==> config.mk <==
export PLATFORM = sky130hd
export DESIGN_NAME = alu_issue_seq
export DESIGN_NICKNAME = d
export VERILOG_FILES = /design/src/rtl/alu_issue_seq.sv
export SDC_FILE = /design/constraint.sdc
export NUM_CORES = 1
export LEC_CHECK = 0
export ABC_AREA = 1
export CAP_MARGIN = 20
export CELL_PAD_IN_SITES_DETAIL_PLACEMENT = 1
export CELL_PAD_IN_SITES_GLOBAL_PLACEMENT = 1
export CORE_ASPECT_RATIO = 1.2
export CORE_UTILIZATION = 30
export CTS_BUF_LIST = sky130_fd_sc_hd__clkbuf_16
export CTS_CLUSTER_DIAMETER = 80
export DETAILED_ROUTE_END_ITERATION = 10
export GPL_ROUTABILITY_DRIVEN = 0
export PLACE_DENSITY_LB_ADDON = 0.1
export SLEW_MARGIN = 40
export SYNTH_ARGS = -nofsm -noshare
export SYNTH_HDL_FRONTEND = slang
export SYNTH_SLANG_ARGS = --single-unit
==> constraint.sdc <==
create_clock -name clk -period 1.8 [get_ports clk]
set_input_delay 0.18 -clock clk [delete_from_list [all_inputs] [get_ports clk]]
set_output_delay 0.18 -clock clk [all_outputs]
set_load 0.05 [all_outputs]
==> src/rtl/alu_issue_seq.sv <==
// Issue sequencer for a combinational 32-bit MIPS ALU (nor takes two passes).
// Optional signed-overflow trap on add/addi: define ALU_OVF_TRAP_EN.
module alu_issue_seq #(
    parameter int DATA_W  = 32,
    parameter bit SLT_FIX = 1'b1
) (
    input  logic              clk,
    input  logic              rst_n,
    input  logic              in_valid,
    output logic              in_ready,
    input  logic [31:0]       in_instr,
    input  logic [DATA_W-1:0] in_rs_val,
    input  logic [DATA_W-1:0] in_rt_val,
    output logic [DATA_W-1:0] alu_a,
    output logic [DATA_W-1:0] alu_b,
    output logic [3:0]        alu_op,
    input  logic [DATA_W-1:0] alu_c,
    input  logic              alu_zero,
    output logic              out_valid,
    input  logic              out_ready,
    output logic [DATA_W-1:0] out_result,
    output logic              out_zero,
    output logic              out_illegal,
    output logic              out_exc
);

    generate
        if (DATA_W != 32) begin : g_bad_width
            $error("alu_issue_seq: only DATA_W=32 is supported");
        end
    endgenerate

    typedef enum logic [1:0] {
        IDLE,
        PASS1,
        PASS2,
        DONE
    } state_t;

    typedef enum logic [2:0] {
        C_ADD,
        C_ADDU,
        C_SUB,
        C_LOGIC,
        C_NOR,
        C_SLT,
        C_ILL
    } cls_t;

    localparam logic [3:0] OP_SLT = 4'b0000;
    localparam logic [3:0] OP_AND = 4'b0001;
    localparam logic [3:0] OP_OR  = 4'b0010;
    localparam logic [3:0] OP_NOT = 4'b0011;
    localparam logic [3:0] OP_XOR = 4'b0100;
    localparam logic [3:0] OP_ADD = 4'b0101;
    localparam logic [3:0] OP_SUB = 4'b0110;
    localparam logic [3:0] OP_NOP = 4'b1001;

    state_t            state_q;
    cls_t              cls_q;
    logic              in_ready_q;
    logic              out_valid_q;
    logic [DATA_W-1:0] alu_a_q;
    logic [DATA_W-1:0] alu_b_q;
    logic [3:0]        alu_op_q;
    logic [DATA_W-1:0] result_q;
    logic              zero_q;
    logic              illegal_q;

    logic [5:0]        opc;
    logic [5:0]        funct;
    logic [15:0]       imm;
    logic [3:0]        dec_op;
    logic [DATA_W-1:0] dec_b;
    cls_t              dec_cls;

    logic [DATA_W-1:0] cap_result;
    logic              cap_illegal;
    logic              cap_exc;

    logic unused_instr;
    assign unused_instr = ^in_instr[25:16];

    assign opc   = in_instr[31:26];
    assign funct = in_instr[5:0];
    assign imm   = in_instr[15:0];

    always_comb begin
        dec_op  = OP_NOP;
        dec_b   = in_rt_val;
        dec_cls = C_ILL;
        case (opc)
            6'h00: begin
                case (funct)
                    6'h20: begin dec_op = OP_ADD; dec_cls = C_ADD;   end
                    6'h21: begin dec_op = OP_ADD; dec_cls = C_ADDU;  end
                    6'h22,
                    6'h23: begin dec_op = OP_SUB; dec_cls = C_SUB;   end
                    6'h24: begin dec_op = OP_AND; dec_cls = C_LOGIC; end
                    6'h25: begin dec_op = OP_OR;  dec_cls = C_LOGIC; end
                    6'h26: begin dec_op = OP_XOR; dec_cls = C_LOGIC; end
                    6'h27: begin dec_op = OP_OR;  dec_cls = C_NOR;   end
                    6'h2A: begin dec_op = OP_SLT; dec_cls = C_SLT;   end
                    default: ;
                endcase
            end
            6'h08: begin
                dec_op  = OP_ADD;
                dec_b   = {{16{imm[15]}}, imm};
                dec_cls = C_ADD;
            end
            6'h0C: begin
                dec_op  = OP_AND;
                dec_b   = {16'h0000, imm};
                dec_cls = C_LOGIC;
            end
            6'h0D: begin
                dec_op  = OP_OR;
                dec_b   = {16'h0000, imm};
                dec_cls = C_LOGIC;
            end
            6'h0E: begin
                dec_op  = OP_XOR;
                dec_b   = {16'h0000, imm};
                dec_cls = C_LOGIC;
            end
            6'h04: begin
                dec_op  = OP_SUB;
                dec_cls = C_SUB;
            end
            default: ;
        endcase
    end

    // The ALU reports signed compare inverted; bit 0 is flipped for slt.
    always_comb begin
        cap_result  = alu_c;
        cap_illegal = 1'b0;
        cap_exc     = 1'b0;
        if (cls_q == C_SLT && SLT_FIX) begin
            cap_result = {{(DATA_W-1){1'b0}}, ~alu_c[0]};
        end
        if (cls_q == C_ILL) begin
            cap_result  = '0;
            cap_illegal = 1'b1;
        end
`ifdef ALU_OVF_TRAP_EN
        if (cls_q == C_ADD &&
            alu_a_q[DATA_W-1] == alu_b_q[DATA_W-1] &&
            alu_c[DATA_W-1] != alu_a_q[DATA_W-1]) begin
            cap_result = '0;
            cap_exc    = 1'b1;
        end
`endif
    end

`ifdef ALU_OVF_TRAP_EN
    logic exc_q;
    assign out_exc = exc_q;
`else
    logic unused_exc;
    assign unused_exc = cap_exc;
    assign out_exc    = 1'b0;
`endif

    always_ff @(posedge clk or negedge rst_n) begin
        if (!rst_n) begin
            state_q     <= IDLE;
            cls_q       <= C_ILL;
            in_ready_q  <= 1'b1;
            out_valid_q <= 1'b0;
            alu_a_q     <= '0;
            alu_b_q     <= '0;
            alu_op_q    <= OP_NOP;
            result_q    <= '0;
            zero_q      <= 1'b0;
            illegal_q   <= 1'b0;
`ifdef ALU_OVF_TRAP_EN
            exc_q       <= 1'b0;
`endif
        end else begin
            case (state_q)
                IDLE: begin
                    if (in_valid && in_ready_q) begin
                        alu_a_q    <= in_rs_val;
                        alu_b_q    <= dec_b;
                        alu_op_q   <= dec_op;
                        cls_q      <= dec_cls;
                        in_ready_q <= 1'b0;
                        state_q    <= PASS1;
                    end
                end
                PASS1: begin
                    if (cls_q == C_NOR) begin
                        alu_a_q  <= alu_c;
                        alu_op_q <= OP_NOT;
                        state_q  <= PASS2;
                    end else begin
                        result_q  <= cap_result;
                        zero_q    <= alu_zero;
                        illegal_q <= cap_illegal;
`ifdef ALU_OVF_TRAP_EN
                        exc_q     <= cap_exc;
`endif
                        state_q   <= DONE;
                    end
                end
                PASS2: begin
                    result_q  <= cap_result;
                    zero_q    <= alu_zero;
                    illegal_q <= cap_illegal;
`ifdef ALU_OVF_TRAP_EN
                    exc_q     <= cap_exc;
`endif
                    state_q   <= DONE;
                end
                DONE: begin
                    // Valid is raised one cycle after capture.
                    if (!out_valid_q) begin
                        out_valid_q <= 1'b1;
                    end else if (out_ready) begin
                        out_valid_q <= 1'b0;
                        illegal_q   <= 1'b0;
`ifdef ALU_OVF_TRAP_EN
                        exc_q       <= 1'b0;
`endif
                        in_ready_q  <= 1'b1;
                        state_q     <= IDLE;
                    end
                end
                default: state_q <= IDLE;
            endcase
        end
    end

    assign in_ready    = in_ready_q;
    assign out_valid   = out_valid_q;
    assign alu_a       = alu_a_q;
    assign alu_b       = alu_b_q;
    assign alu_op      = alu_op_q;
    assign out_result  = result_q;
    assign out_zero    = zero_q;
    assign out_illegal = illegal_q;

endmodule
# After elaboration in Yosys (flattened, before gate mapping)
# Index checks and enable logic that the tools add are counted.
# totals
register_bits	109
latchBits	0
ram_bits	0
rom_bits	0
inputBits	133
out_inout_bits	105
word_cells	87
mem_count	0
# op_classes
add_sub_neg	0
multipliers	0
div_mod_pow	0
n_lt_le_gt_ge	0
n_eq_ne	25
shifts	0
muxes	33
bitwise	1
n_reduce_logical	18
# op_table
op	n
32-bit one-hot mux with 2 select lines	3
32-bit two-way mux	5
6-bit == test, second input constant	9
4-bit one-hot mux with 6 select lines	2
6-bit by 4-bit == test with 1-bit output, second input constant	4
3-bit one-hot mux with 6 select lines	1
3-bit one-hot mux with 4 select lines	1
1-bit two-way mux	11
2-bit != test, second input constant	5
3-bit == test, second input constant	3
4-bit two-way mux	2
2-bit one-hot mux with 4 select lines	1
4-bit one-hot mux with 2 select lines	1
4-bit AND reduction	2
6-bit by 3-bit == test with 1-bit output, second input constant	1
6-bit logical NOT	1
2-bit two-way mux	3
3-bit AND reduction	2
2-bit nonzero test	3
2-bit OR reduction	3
3-bit OR reduction	2
2-bit == test, second input constant	2
1-bit one-hot mux with 2 select lines	2
2-bit AND reduction	2
other kinds (6)	6

# Depth between registers and ports, before layout
# logic_depth
ltp_word	6
depth_mapped	11
mapped_depth_nobuf	9

# Worst setup path after synthesis
# OpenSTA, ideal clock, no wires.
# synth_path
path_type	reg-to-reg
from	register in_ready_q (netlist: in_ready)
to	register alu_a_q[10] (netlist: alu_a[10])
setup_ns	0.130
t_arrival_ns	1.491
t_required_ns	1.670
setup_slack_ns	0.179
stages_incl_launch_ff	8
n_path_buf	2
synth_period_minus_slack_ns	1.621
cell_sequence	dfstp_2 nand3_2 o21ai_1 nand2_1 inv_2 buf_6 buf_2 a31oi_1
# synth_between
elab_chain_cells	3
# synth_rtl
element	line	source
start: declaration	61	logic in_ready_q;
start signal: assignment	170	in_ready_q <= 1'b1;
start signal: assignment	189	in_ready_q <= 1'b0;
start signal: assignment	227	in_ready_q <= 1'b1;
1-bit logical AND	184	if (in_valid && in_ready_q) begin
2-bit != test (no line)	--	
3-bit AND reduction (no line)	--	
end signal: assignment	185	alu_a_q <= in_rs_val;
end signal: assignment	195	alu_a_q <= alu_c;
end: declaration	63	logic [DATA_W-1:0] alu_a_q;
# No other way between the ends.
# A chain may end at the register's enable or synchronous reset.

# Worst setup path after layout
# layout_path
from	register result_q[23] (netlist: out_result[23])
to	output out_result[23]
# layout_lines
element	line	source
start: declaration	66	logic [DATA_W-1:0] result_q;
start signal: assignment	199	result_q <= cap_result;
start signal: assignment	209	result_q <= cap_result;
end: declaration	21	output logic [DATA_W-1:0] out_result,
# No word-level cell between the ends.

==> run metrics <==
Reg area=approximately 0.0027 mm^2; #FFs+latches synth=109; post-route cell area=0.00830 mm^2; Setup CP Type=register to output pin; clk_skew=between 0.009 and 0.01 ns; synthesis-to-layout area growth=56.1%; CP bufs+invs=1; CTS tree=done; leakage=3.94 nW; total power draw=approximately 17 mW; WHS=about 0.30 ns; port bufs=~230; f_max=between 500 and 600 MHz; Hold Fails Final Rpt=0; DP HPWL=13400 um; Die H=around 150 um; Startpoint Class=register; Vias=between 5000 and 6000; vias in the first global route=between 5000 and 6000; row cnt=52; crit path DAT=1.57 ns; I/O Pins=238; crit-path max FO=2; power share of the sequential group=0.253; PD cells=~2100 mW/mm^2; vias per cell=~4.9; Max Cap Viol=0; unrepaired setup endpoints after global routing=false; grt total ovfl=0; Post-DRT Antenna Nets=0; first-pass iteration count of the detailed router=4; initial antenna violation count=0; final setup vio count=0; largest net degree at the start of global routing=64; status=completed; Multi-input gate area=about 0.0022 mm^2; Gate Count Post-Synth=between 600 and 700; Final nets=1026; post-layout min period=~1.7 ns; Top Family by Delay on Critical Path=buffers and inverters; Syn. warnings=0; Non-Filler Instances=between 1000 and 1500; latest clock arrival within the worst-skew pair=approximately 0.36 ns; Sw Share=0.509; Comb pwr share=0.629; Final period util=0.970; Post-Syn Nets=just under 800; CTS clk-pin slew, worst paths=0.07 ns; switching pwr=8.78 mW; Filler Cells Inserted=2014; Rel. slew slack=0.614; Iteration-0 DRC Markers=around 140; syn_area_per_cell=just over 8 um^2; Max clock buf depth=2; maximum vdd ir drop=between 0.0009 and 0.001 V; placed cell area=about 0.008 mm^2; layout cell share with drive strength beyond 1=0.0896; Die Width=around 120 um; Clock power frac=0.118; Slew Limit Fails=0; die area=~0.018 mm^2; DRC Markers=0; final core utilization=0.485; CP peak stage delay=around 0.86 ns; clock root buffer=clkbuf_16; WL per Instance=about 16 um; Setup crit end kind=output pin; depth of the CTS H-tree=3; synth unique cells=34; Worst EP required=approximately 1.6 ns; sequential area share after synthesis=0.514; starting density of the core=0.311; Slew @ Worst Pin=between 0.5 and 0.6 ns; Hold Path Class=input pin to async pin; CP max-delay cell=clkdlybuf4s50_1; Mapped Area=approximately 0.0053 mm^2; Core ar.=between 0.015 and 0.02 mm^2; Antenna Cells=0; DP Cell Count=roughly 1100; global-route wire length before repair=~30000 um; CP cell instances=clkdlybuf4s50_1; CTS Sinks=approximately 110; Num CTS Buffers=9; total wire length=18200 um; Int Power=8.46 mW; GRT Util Overall=0.208
-- placed cells by master, fill, tap and decap left out, drive strengths merged --
cell	netlist	layout
o22ai	1	1
xnor2	1	1
or2	2	2
conb	1	1
clkinv	1	3
inv	54	57
dlygate4sd3	0	1
ha	5	5
a21oi	6	6
dfrtp	104	104
a31oi	32	32
dfstp	5	5
o31ai	1	1
nand2	190	190
o21ai	6	6
dlymetal6s2s	0	1
a2bb2oi	16	16
clkbuf	16	9
o211ai	1	1
bufbuf	0	1
buf	24	41
clkinvlp	0	1
nand4	3	3
clkdlybuf4s50	0	215
bufinv	0	1
nand3b	1	1
nor3	2	2
nor2	58	58
nand3	128	128
-- final timing paths --
kind,from,to,slack (ns),cells after the start
setup / recovery,out_result[23],out_result[23],0.05,1
hold / removal,rst_n,alu_a[6],0.30,2
setup reg to reg,state_q[0],alu_a[13],0.11,8
hold reg to reg,alu_op[3],alu_op[3],0.48,2
max in group asynchronous,rst_n,in_ready,0.80,3
min in group clk,alu_zero,out_zero,0.38,3
-- metal layers --
| metal | global-route usage | wire, um | vias to the layer above |
|---|---|---|---|
| li1 | - | - | 2615 |
| met1 | 0.242 | 7410 | 2607 |
| met2 | 0.364 | 9160 | 169 |
| met3 | 0.0475 | 1220 | 26 |
| met4 | 0.0849 | 453 | 0 |
| met5 | 0 | 0 | - |
-- cell usage after synthesis, drive strengths merged --
library cell	number	area, um^2
a21oi	6	30.0
a2bb2oi	16	140
a31oi	32	200
buf	24	138
clkbuf	16	60.1
clkinv	1	3.75
conb	1	3.75
dfrtp	104	2600
dfstp	5	131
ha	5	62.6
inv	54	203
nand2	190	718
nand3	128	663
nand3b	1	7.51
nand4	3	18.8
nor2	58	235
nor3	2	10.0
o211ai	1	21.3
o21ai	6	30.0
o22ai	1	6.26
o31ai	1	7.51
or2	2	12.5
xnor2	1	8.76
-- through the flow --
stage / TNS, ns / setup WS, ns
3_3_place_gp: 0 / 0.0727
5_1_grt: 0 / 0.00499
4_1_cts: 0 / 0.0245
6_report: 0 / 0.0539
2_1_floorplan: 0 / 0.179
3_5_place_dp: -0.715 / -0.0588
-- cell type report --
cell class              count  share of cell area
clock buffers               9              0.0271
clock inverters             7             0.00875
inverters                  55              0.0252
multi-input cells         454               0.264
flip-flops and latches    109               0.330
well taps                 216              0.0326
repair buffers            259               0.313
-- sequential cells by signal, summed over array words and instances, names as in the netlist --
signal,cells
alu_a,32
alu_b,32
alu_op,4
cls_q,3
in_ready,1
out_illegal,1
out_result,32
out_valid,1
out_zero,1
state_q,2
-- what timing repair did --
item	CTS	global route
hold buffers	1	0
gates cloned	1	0
pin swaps	0	1
hold endpoints to repair	21	0
setup endpoints to repair	32	30
buffers inserted	2	2
resized for setup	3	3
-- power groups by stage --
| stage | Sequential (mW) | Combinational (mW) | Clock (mW) |
|---|---|---|---|
| after CTS | 4.37 | 10.9 | 2.10 |
| after global placement | 4.33 | 10.5 | 0 |
| after detailed placement | 4.40 | 10.7 | 0 |
| final | 4.36 | 10.9 | 2.04 |
| after global routing | 4.52 | 11.5 | 2.24 |
| after floorplan | 8.26 | 2.87 | 0 |
-- kinds of logic (layout without fill, tap and decap cells) --
family | Yosys count | in the layout | synth area share
AO/OA/AOI/OAI | 63 | 63 | 0.0819
XOR/XNOR | 1 | 1 | 0.00165
adder cells (fa/ha/maj) | 5 | 5 | 0.0118
buffers and inverters | 95 | 330 | 0.0761
flip-flops | 109 | 109 | 0.514
other | 1 | 1 | 0.000706
AND/OR/NAND/NOR | 384 | 384 | 0.313
Note: power is estimated with default switching activity, not from simulation.
